[config.mk]
export PLATFORM = sky130hd
export DESIGN_NAME = r5p_div_seq
export DESIGN_NICKNAME = d
export VERILOG_FILES = /design/src/rtl/riscv_isa_pkg.sv /design/src/rtl/r5p_div_seq.sv
export SDC_FILE = /design/constraint.sdc
export NUM_CORES = 1
export LEC_CHECK = 0
export ABC_AREA = 1
export BUFFER_PORTS_ARGS = -buffer_cell sky130_fd_sc_hd__buf_2
export CAP_MARGIN = 10
export CORE_AREA = 5 5 151 153
export CTS_CLUSTER_DIAMETER = 40
export DETAILED_ROUTE_END_ITERATION = 6
export DIE_AREA = 0 0 156 158
export PLACE_DENSITY_LB_ADDON = 0.25
export RECOVER_POWER = 50
export SLEW_MARGIN = 20
export SYNTH_ARGS = -nofsm -noshare
export SYNTH_HDL_FRONTEND = slang
export SYNTH_SLANG_ARGS = --single-unit
[constraint.sdc]
create_clock -name clk -period 5.4 [get_ports clk]
set_clock_uncertainty 0.15 [all_clocks]
set_input_delay 1.08 -clock clk [delete_from_list [all_inputs] [get_ports clk]]
set_output_delay 1.08 -clock clk [all_outputs]
set_load 0.02 [all_outputs]
[src/rtl/riscv_isa_pkg.sv]
// Shared RISC-V M-extension definitions: op encodings and the control bundle
// used by both the multiplier/divider top and the sequential divider.
package riscv_isa_pkg;

    typedef enum logic [1:0] {
        M_MUL = 2'b00,
        M_MUH = 2'b01,
        M_DIV = 2'b10,
        M_REM = 2'b11
    } op_m_t;

    typedef struct packed {
        op_m_t op;
        logic  s1;
        logic  s2;
    } ctl_m_t;

    // The divider only understands DIV/REM with matching operand signedness.
    function automatic logic ctl_m_div_legal(input ctl_m_t c);
        return ((c.op == M_DIV) || (c.op == M_REM)) && (c.s1 == c.s2);
    endfunction

endpackage

[src/rtl/r5p_div_seq.sv]
// Sequential restoring divider: one quotient bit per cycle, MSB first, with
// early completion for divide-by-zero and signed overflow.
module r5p_div_seq
    import riscv_isa_pkg::*;
#(
    parameter int unsigned XW = 32
) (
    input  logic          clk,
    input  logic          rst,
    input  logic          req_vld,
    output logic          req_rdy,
    input  ctl_m_t        ctl,
    input  logic [XW-1:0] rs1,
    input  logic [XW-1:0] rs2,
    output logic          rsp_vld,
    input  logic          rsp_rdy,
    output logic [XW-1:0] rd
);

    localparam int unsigned CW = $clog2(XW) + 1;

    localparam logic [1:0] ST_IDLE = 2'd0;
    localparam logic [1:0] ST_CALC = 2'd1;
    localparam logic [1:0] ST_DONE = 2'd2;

    logic [1:0]    state_q, state_d;
    logic [CW-1:0] cnt_q, cnt_d;
    // quo_q starts as the dividend magnitude and fills with quotient bits.
    logic [XW-1:0] quo_q, quo_d;
    logic [XW-1:0] rem_q, rem_d;
    logic [XW-1:0] div_q, div_d;
    op_m_t         op_q, op_d;
    logic          neg_quo_q, neg_quo_d;
    logic          neg_rem_q, neg_rem_d;

    logic [XW:0]   rem_shift;
    logic          step_ge;
    logic [XW-1:0] step_rem;
    logic [XW-1:0] step_quo;
    logic          sgn;
    logic          a_neg;
    logic          b_neg;

    assign rem_shift = {rem_q, quo_q[XW-1]};
    assign step_ge   = rem_shift >= {1'b0, div_q};
    // The true difference is always below the divisor, so XW bits suffice.
    assign step_rem  = step_ge ? (rem_shift[XW-1:0] - div_q) : rem_shift[XW-1:0];
    assign step_quo  = {quo_q[XW-2:0], step_ge};

    assign sgn   = ctl.s1 & ctl.s2;
    assign a_neg = sgn & rs1[XW-1];
    assign b_neg = sgn & rs2[XW-1];

    always_comb begin
        state_d   = state_q;
        cnt_d     = cnt_q;
        quo_d     = quo_q;
        rem_d     = rem_q;
        div_d     = div_q;
        op_d      = op_q;
        neg_quo_d = neg_quo_q;
        neg_rem_d = neg_rem_q;
        case (state_q)
            ST_IDLE: begin
                if (req_vld) begin
                    op_d      = ctl.op;
                    neg_quo_d = a_neg ^ b_neg;
                    neg_rem_d = a_neg;
                    cnt_d     = '0;
                    if (rs2 == '0) begin
                        quo_d   = '1;
                        rem_d   = rs1;
                        state_d = ST_DONE;
                    end else if (sgn && (rs1 == {1'b1, {(XW-1){1'b0}}}) && (rs2 == '1)) begin
                        quo_d   = rs1;
                        rem_d   = '0;
                        state_d = ST_DONE;
                    end else begin
                        quo_d   = a_neg ? -rs1 : rs1;
                        div_d   = b_neg ? -rs2 : rs2;
                        rem_d   = '0;
                        state_d = ST_CALC;
                    end
                end
            end
            ST_CALC: begin
                quo_d = step_quo;
                rem_d = step_rem;
                cnt_d = cnt_q + CW'(1);
                if (cnt_q == CW'(XW - 1)) begin
                    quo_d   = neg_quo_q ? -step_quo : step_quo;
                    rem_d   = neg_rem_q ? -step_rem : step_rem;
                    state_d = ST_DONE;
                end
            end
            ST_DONE: begin
                if (rsp_rdy) begin
                    state_d = ST_IDLE;
                end
            end
            default: state_d = ST_IDLE;
        endcase
    end

    always_ff @(posedge clk) begin
        if (rst) begin
            state_q   <= ST_IDLE;
            cnt_q     <= '0;
            quo_q     <= '0;
            rem_q     <= '0;
            div_q     <= '0;
            op_q      <= M_MUL;
            neg_quo_q <= 1'b0;
            neg_rem_q <= 1'b0;
        end else begin
            state_q   <= state_d;
            cnt_q     <= cnt_d;
            quo_q     <= quo_d;
            rem_q     <= rem_d;
            div_q     <= div_d;
            op_q      <= op_d;
            neg_quo_q <= neg_quo_d;
            neg_rem_q <= neg_rem_d;
        end
    end

    assign req_rdy = (state_q == ST_IDLE);
    assign rsp_vld = (state_q == ST_DONE);
    assign rd      = (op_q == M_DIV) ? quo_q : rem_q;

    a_ctl_legal: assert property (@(posedge clk) disable iff (rst)
        (req_vld && req_rdy) |-> ctl_m_div_legal(ctl));

endmodule

==> metrics.txt, run 1 <==
antenna viol nets, final 0; CP dominant cell by count nand2_1; GP Congestion 1.07; pwr/cell area 324 mW/mm²; CP max stage cell clkbuf_1; GRT overflow 0; Hold-fix buffers, CTS 0; CP peak stage delay 1240 ps; crit path max fanout 34; final core occ 0.579; DIE HEIGHT 158 µm; slew at the pin closest to its max-slew limit 2470 ps; arrival time at the worst endpoint 5010 ps; worst skew pair latency 370 ps; largest family of logic cells by synthesized area simple AND/OR/NAND/NOR gates; # diodes 0; Compound-Gate Fraction of Synth Area 0.187; drt pass-1 iters 6; DP Cell Count 2335; first-pass GRT wire length 67500 µm; largest net degree at the start of global routing 70; post-CTS sizing 0; H-tree levels 3; CTS tree done; Vias/cell 5.85; postcts setup bufs 0; fillers 2258; layout cells sized above 1 0.0961; Final TNS setup 0 ps; final hold violations 0; footprint of the multi-input gates 0.00794 mm²; gr usage total 0.350; Register Area 0.00216 mm²; Final HPWL DP 34900 µm; Cell Chain, Critical Path clkbuf_1, inv_1, ha_1, nand3_1, nor3_1, nand2_1, nor3_1, nand2_1, nor4_1, nand3_1, clkbuf_1, inv_1, a31oi_1, nand2_1, o21ai_0, a21oi_1; DRC Markers 0; nets@finish 2177; Die Area 0.0246 mm²; family with the most delay on the worst path buffers and inverters; Max Transition Viols Final 99; synth warn 0; period utilization 0.916; area share of fa/ha/maj cells after synthesis 0.0429; mux cell area share after synthesis 0.00390; Crit path depth 16; Final WS setup 453 ps; final setup fails 0; gate count of the mapped netlist 2008; vias in the first global route 12200; cts bufs inserted 9; initial core utilization 0.540; outcome finished, violations left; Yosys reg bits 108; R2R cell count 22; Netlist cell types 53; failing checks max-capacitance violations, max-slew violations; CP required 5460 ps; CTS clk-pin slew, worst paths 80 ps; post-synthesis simple-gate area fraction 0.399; Vias 13700; DRT iter0 DRCs 1818; Post-Synthesis Cell Area 0.0116 mm²; IO Port Bufs 105; Worst setup SP type input pin; Max clock buf depth 2; row count 54; RSZ-0062 raised after global routing no; CP bufs+invs 4; final std cells w/o fill 2351; Avg WL per Cell 18.8 µm; Max-slew headroom -0.658; DIE WIDTH 156 µm; post-synthesis xor/xnor area fraction 0.0545; Root Buffer clkbuf_16; Main synth FF type dfxtp_1; leakage 6.00 nW; initial antenna violation count 3; Worst Hold Class flop to flop; WS Path Type input pin to flop; maxcap violations 2; Area growth, synth to finish 7.23%; FMAX 202 MHz; sequential area share after synthesis 0.187; post-route minimum period 4950 ps; clock sinks 108; Hold Crit Depth 2; syn_area_per_cell 5.76 µm²; worst slack, placed 783 ps; CP endpoint kind flop; Top Ports 106; core area 0.0214 mm²; total routed wirelength 44200 µm; Syn Nets 2119; Post-synth EDFFs 0; ys async rst share 0; Max VDD drop 198 µV
[tightest hold or removal path: stages (launching register included)]
cell,delay (ps)
dfxtp_1,300
inv_1,70
a21oi_1,60
[state kept, by name, summed over array words and instances (netlist names)]
register,flops
div_q,32
neg_quo_q,1
cnt_q,6
state_q,2
rem_q,32
neg_rem_q,1
op_q,2
quo_q,32
[cell type report]
type / count / area share
Clock buffer: 11 / 0.0196
Clock inverter: 5 / 0.00293
Inverter: 288 / 0.0877
Multi-Input combinational cell: 1539 / 0.640
Sequential cell: 108 / 0.174
Tap cell: 280 / 0.0283
Timing Repair Buffer: 120 / 0.0467
[per-layer routing]
metal	up-vias	wire, µm	track usage
li1	6622	-	-
met5	-	13	0
met4	2	2070	0.152
met2	723	18900	0.533
met1	6261	18800	0.482
met3	138	4420	0.0694
[kinds of logic (layout without fill, tap and decap cells)]
| group | after synthesis | after routing |
|---|---|---|
| AOI/OAI and AO/OA | 394 | 394 |
| muxes | 4 | 4 |
| DFF | 108 | 108 |
| xor gates and xnor gates | 72 | 72 |
| and+or+nand+nor | 1030 | 1030 |
| adders and majority gates | 39 | 39 |
| buffers and inverters | 361 | 424 |
[final timing paths]
check             startpoint         to  slack (ps)
setup reg to reg    rem_q[6]  quo_q[30]         680
hold reg to reg    div_q[31]  div_q[31]         310
hold / removal     div_q[31]  div_q[31]         310
setup / recovery      rs2[0]  quo_q[31]         450
[layout by cell type (no fill, tap or decap), drive strengths merged, types with 20 or more instances in the layout]
cell | netlist | routed
clkbuf | 47 | 46
nand2 | 595 | 595
nand4 | 31 | 31
buf | 25 | 85
nor3 | 43 | 43
o21ai | 182 | 182
xor2 | 59 | 59
nor2 | 192 | 192
a31oi | 20 | 20
dfxtp | 108 | 108
ha | 38 | 38
inv | 286 | 286
a21oi | 139 | 139
nand3 | 142 | 142
[through the flow]
| step | hold WS, ps | cell area (µm²) | power, mW |
|---|---|---|---|
| global placement | 292 | 12200 | 3.27 |
| global route | 346 | 12400 | 4.29 |
| finish | 311 | 12400 | 4.01 |
| floorplan | 279 | 11600 | 2.72 |
| detailed placement | 298 | 12200 | 3.29 |
| CTS | 310 | 12500 | 3.96 |
[synthesized netlist by cell type, types with 31 or more instances]
cell | n | area share
a21oi_1 | 138 | 0.060
clkbuf_1 | 47 | 0.015
dfxtp_1 | 108 | 0.19
ha_1 | 38 | 0.041
inv_1 | 271 | 0.088
nand2_1 | 557 | 0.18
nand3_1 | 133 | 0.058
nand4_1 | 31 | 0.017
nor2_1 | 172 | 0.056
nor3_1 | 36 | 0.016
o21ai_0 | 166 | 0.072
xor2_1 | 59 | 0.045
[where the power goes]
part,total [mW],switching [mW],internal (mW)
clock,0.680,0.351,0.329
sequential,0.974,0.0902,0.883
combinational,2.36,1.66,0.700
Note: power is estimated with default switching activity, not from simulation.
==> run 2: changes to the inputs <==
- MAX_ROUTING_LAYER: not set -> met4
==> run 2 against run 1 <==
The flow finishes with violations (design-rule violations, max-capacitance violations, max-slew violations). Die area unchanged. Via count down 1.3%. Total power up 1.9%. Sequential share of layout area down 0.060 points. Clock-buffer cell count down 1. Clock power up 3%. Critical endpoint is now div_q[14]. Largest cell class unchanged.
==> metrics.txt, run 2 (synthesis results as in run 1) <==
outcome finished, violations left; failing checks design-rule violations, max-capacitance violations, max-slew violations; CP dominant cell by count nand3_1; family with the most delay on the worst path simple AND/OR/NAND/NOR gates; Max-slew headroom -0.634; Largest regs div_q x32, quo_q x32, rem_q x32; switching share of total power 0.528; gr usage total 0.384; Final HPWL DP 37100 µm; antenna viol nets, final 0; DRT iter0 DRCs 1606; Worst setup SP type input pin; final setup fails 0; core area 0.0214 mm²; Comb power frac 0.591; post-route minimum period 5000 ps; largest net degree at the start of global routing 70; commonest cells after routing, fill and taps aside 557 x nand2_1, 271 x inv_1, 171 x nor2_1, 167 x o21ai_0, 138 x a21oi_1; postcts setup bufs 0; IO Port Bufs 105; CP peak stage delay 1590 ps; Register Area 0.00216 mm²; Vias 13600; final hold violations 0; Max VDD drop 159 µV; pwr/cell area 329 mW/mm²; cts bufs inserted 9; H-tree levels 3; CP bufs+invs 5; row count 54; worst skew pair latency 370 ps; total routed wirelength 46700 µm; internal power 1.93 mW; Area growth, synth to finish 7.60%; CP required 5490 ps; commonest non-fill, non-tap cell in the layout nand2_1; Sw Pwr 2.16 mW; drt pass-1 iters 7; Worst Hold Class flop to flop; Max clock buf depth 2; slew at the pin closest to its max-slew limit 2440 ps; WS Path Type input pin to flop; Root Buffer clkbuf_16; maxcap violations 2; Vias/cell 5.76; GP Congestion 1.07; leakage 6.02 nW; clock sinks 108; cell area after layout 0.0124 mm²; final core occ 0.581; period utilization 0.926; total power 4.09 mW; footprint of the multi-input gates 0.00793 mm²; DIE HEIGHT 158 µm; DRC Markers 8; Avg WL per Cell 19.8 µm; crit path max fanout 34; CP endpoint kind flop; GRT overflow 0; arrival time at the worst endpoint 5090 ps; initial core utilization 0.540; FMAX 200 MHz; RSZ-0062 raised after global routing no; initial antenna violation count 0; CTS clk-pin slew, worst paths 90 ps; Hold-fix buffers, CTS 0; Final TNS setup 0 ps; fillers 2254; Die Area 0.0246 mm²; Top Ports 106; vias in the first global route 12500; Max Transition Viols Final 97; DIE WIDTH 156 µm; post-CTS sizing 0; register share of total power 0.238; CP max stage cell nor2_1; first-pass GRT wire length 71500 µm; nets@finish 2179; clock share of power 0.171; Cell Chain, Critical Path buf_2, inv_1, ha_1, nand3_1, nor3_1, nand2_1, nor3_1, nand2_1, nor4_1, nand3_1, buf_4, nand3_1, nor2_1, clkinv_1, clkbuf_1, o21ai_0, a21oi_1; DP Area 0.0122 mm²; CTS tree done; layout cells sized above 1 0.0979
-- run 2: tightest hold or removal path, cell delays in order, from the launching register on --
cell and delay (ps):
dfxtp_1 310, inv_1 60, a21oi_1 60
-- run 2: area by class of cell --
| cell class | instances | area share |
|---|---|---|
| diodes | 2 | 0.000402 |
| multi-input cells | 1539 | 0.638 |
| clock buffers | 10 | 0.0192 |
| well taps | 280 | 0.0282 |
| inverters | 288 | 0.0874 |
| flip-flops and latches | 108 | 0.174 |
| clock inverters | 6 | 0.00503 |
| repair buffers | 122 | 0.0482 |
-- run 2: path summary, 6_finish.rpt --
check | from | to | slack [ps] | depth (start not counted)
hold / removal | op_q[0] | op_q[0] | 320 | 2
hold reg to reg | op_q[0] | op_q[0] | 320 | 2
setup reg to reg | rem_q[9] | quo_q[30] | 430 | 22
setup / recovery | rs2[0] | div_q[14] | 400 | 17
-- run 2: power by group through the flow --
stage / logic [mW] / registers, mW / clock network, mW
2_1_floorplan: 1.77 / 0.952 / 0
3_3_place_gp: 2.34 / 0.981 / 0
3_5_place_dp: 2.36 / 0.985 / 0
4_1_cts: 2.37 / 0.967 / 0.699
5_1_grt: 2.65 / 0.979 / 0.731
6_report: 2.42 / 0.971 / 0.700
-- run 2: metal layers --
metal  global-route usage  routed length, µm  vias to the layer above
met2                0.562              19800                      693
met3               0.0793               4580                      105
met1                0.526              20600                     6152
met4                0.133               1730                        0
li1                     -                  -                     6620
met5                    -                  0                        -
-- run 2: stage by stage --
| stage | std cells | hold slack (ps) | setup slack, ps |
|---|---|---|---|
| global placement | 2337 | 293 | 822 |
| floorplan | 2008 | 279 | 1830 |
| global route | 2353 | 345 | 115 |
| CTS | 2353 | 323 | 637 |
| finish | 2355 | 318 | 400 |
| detailed placement | 2337 | 310 | 687 |
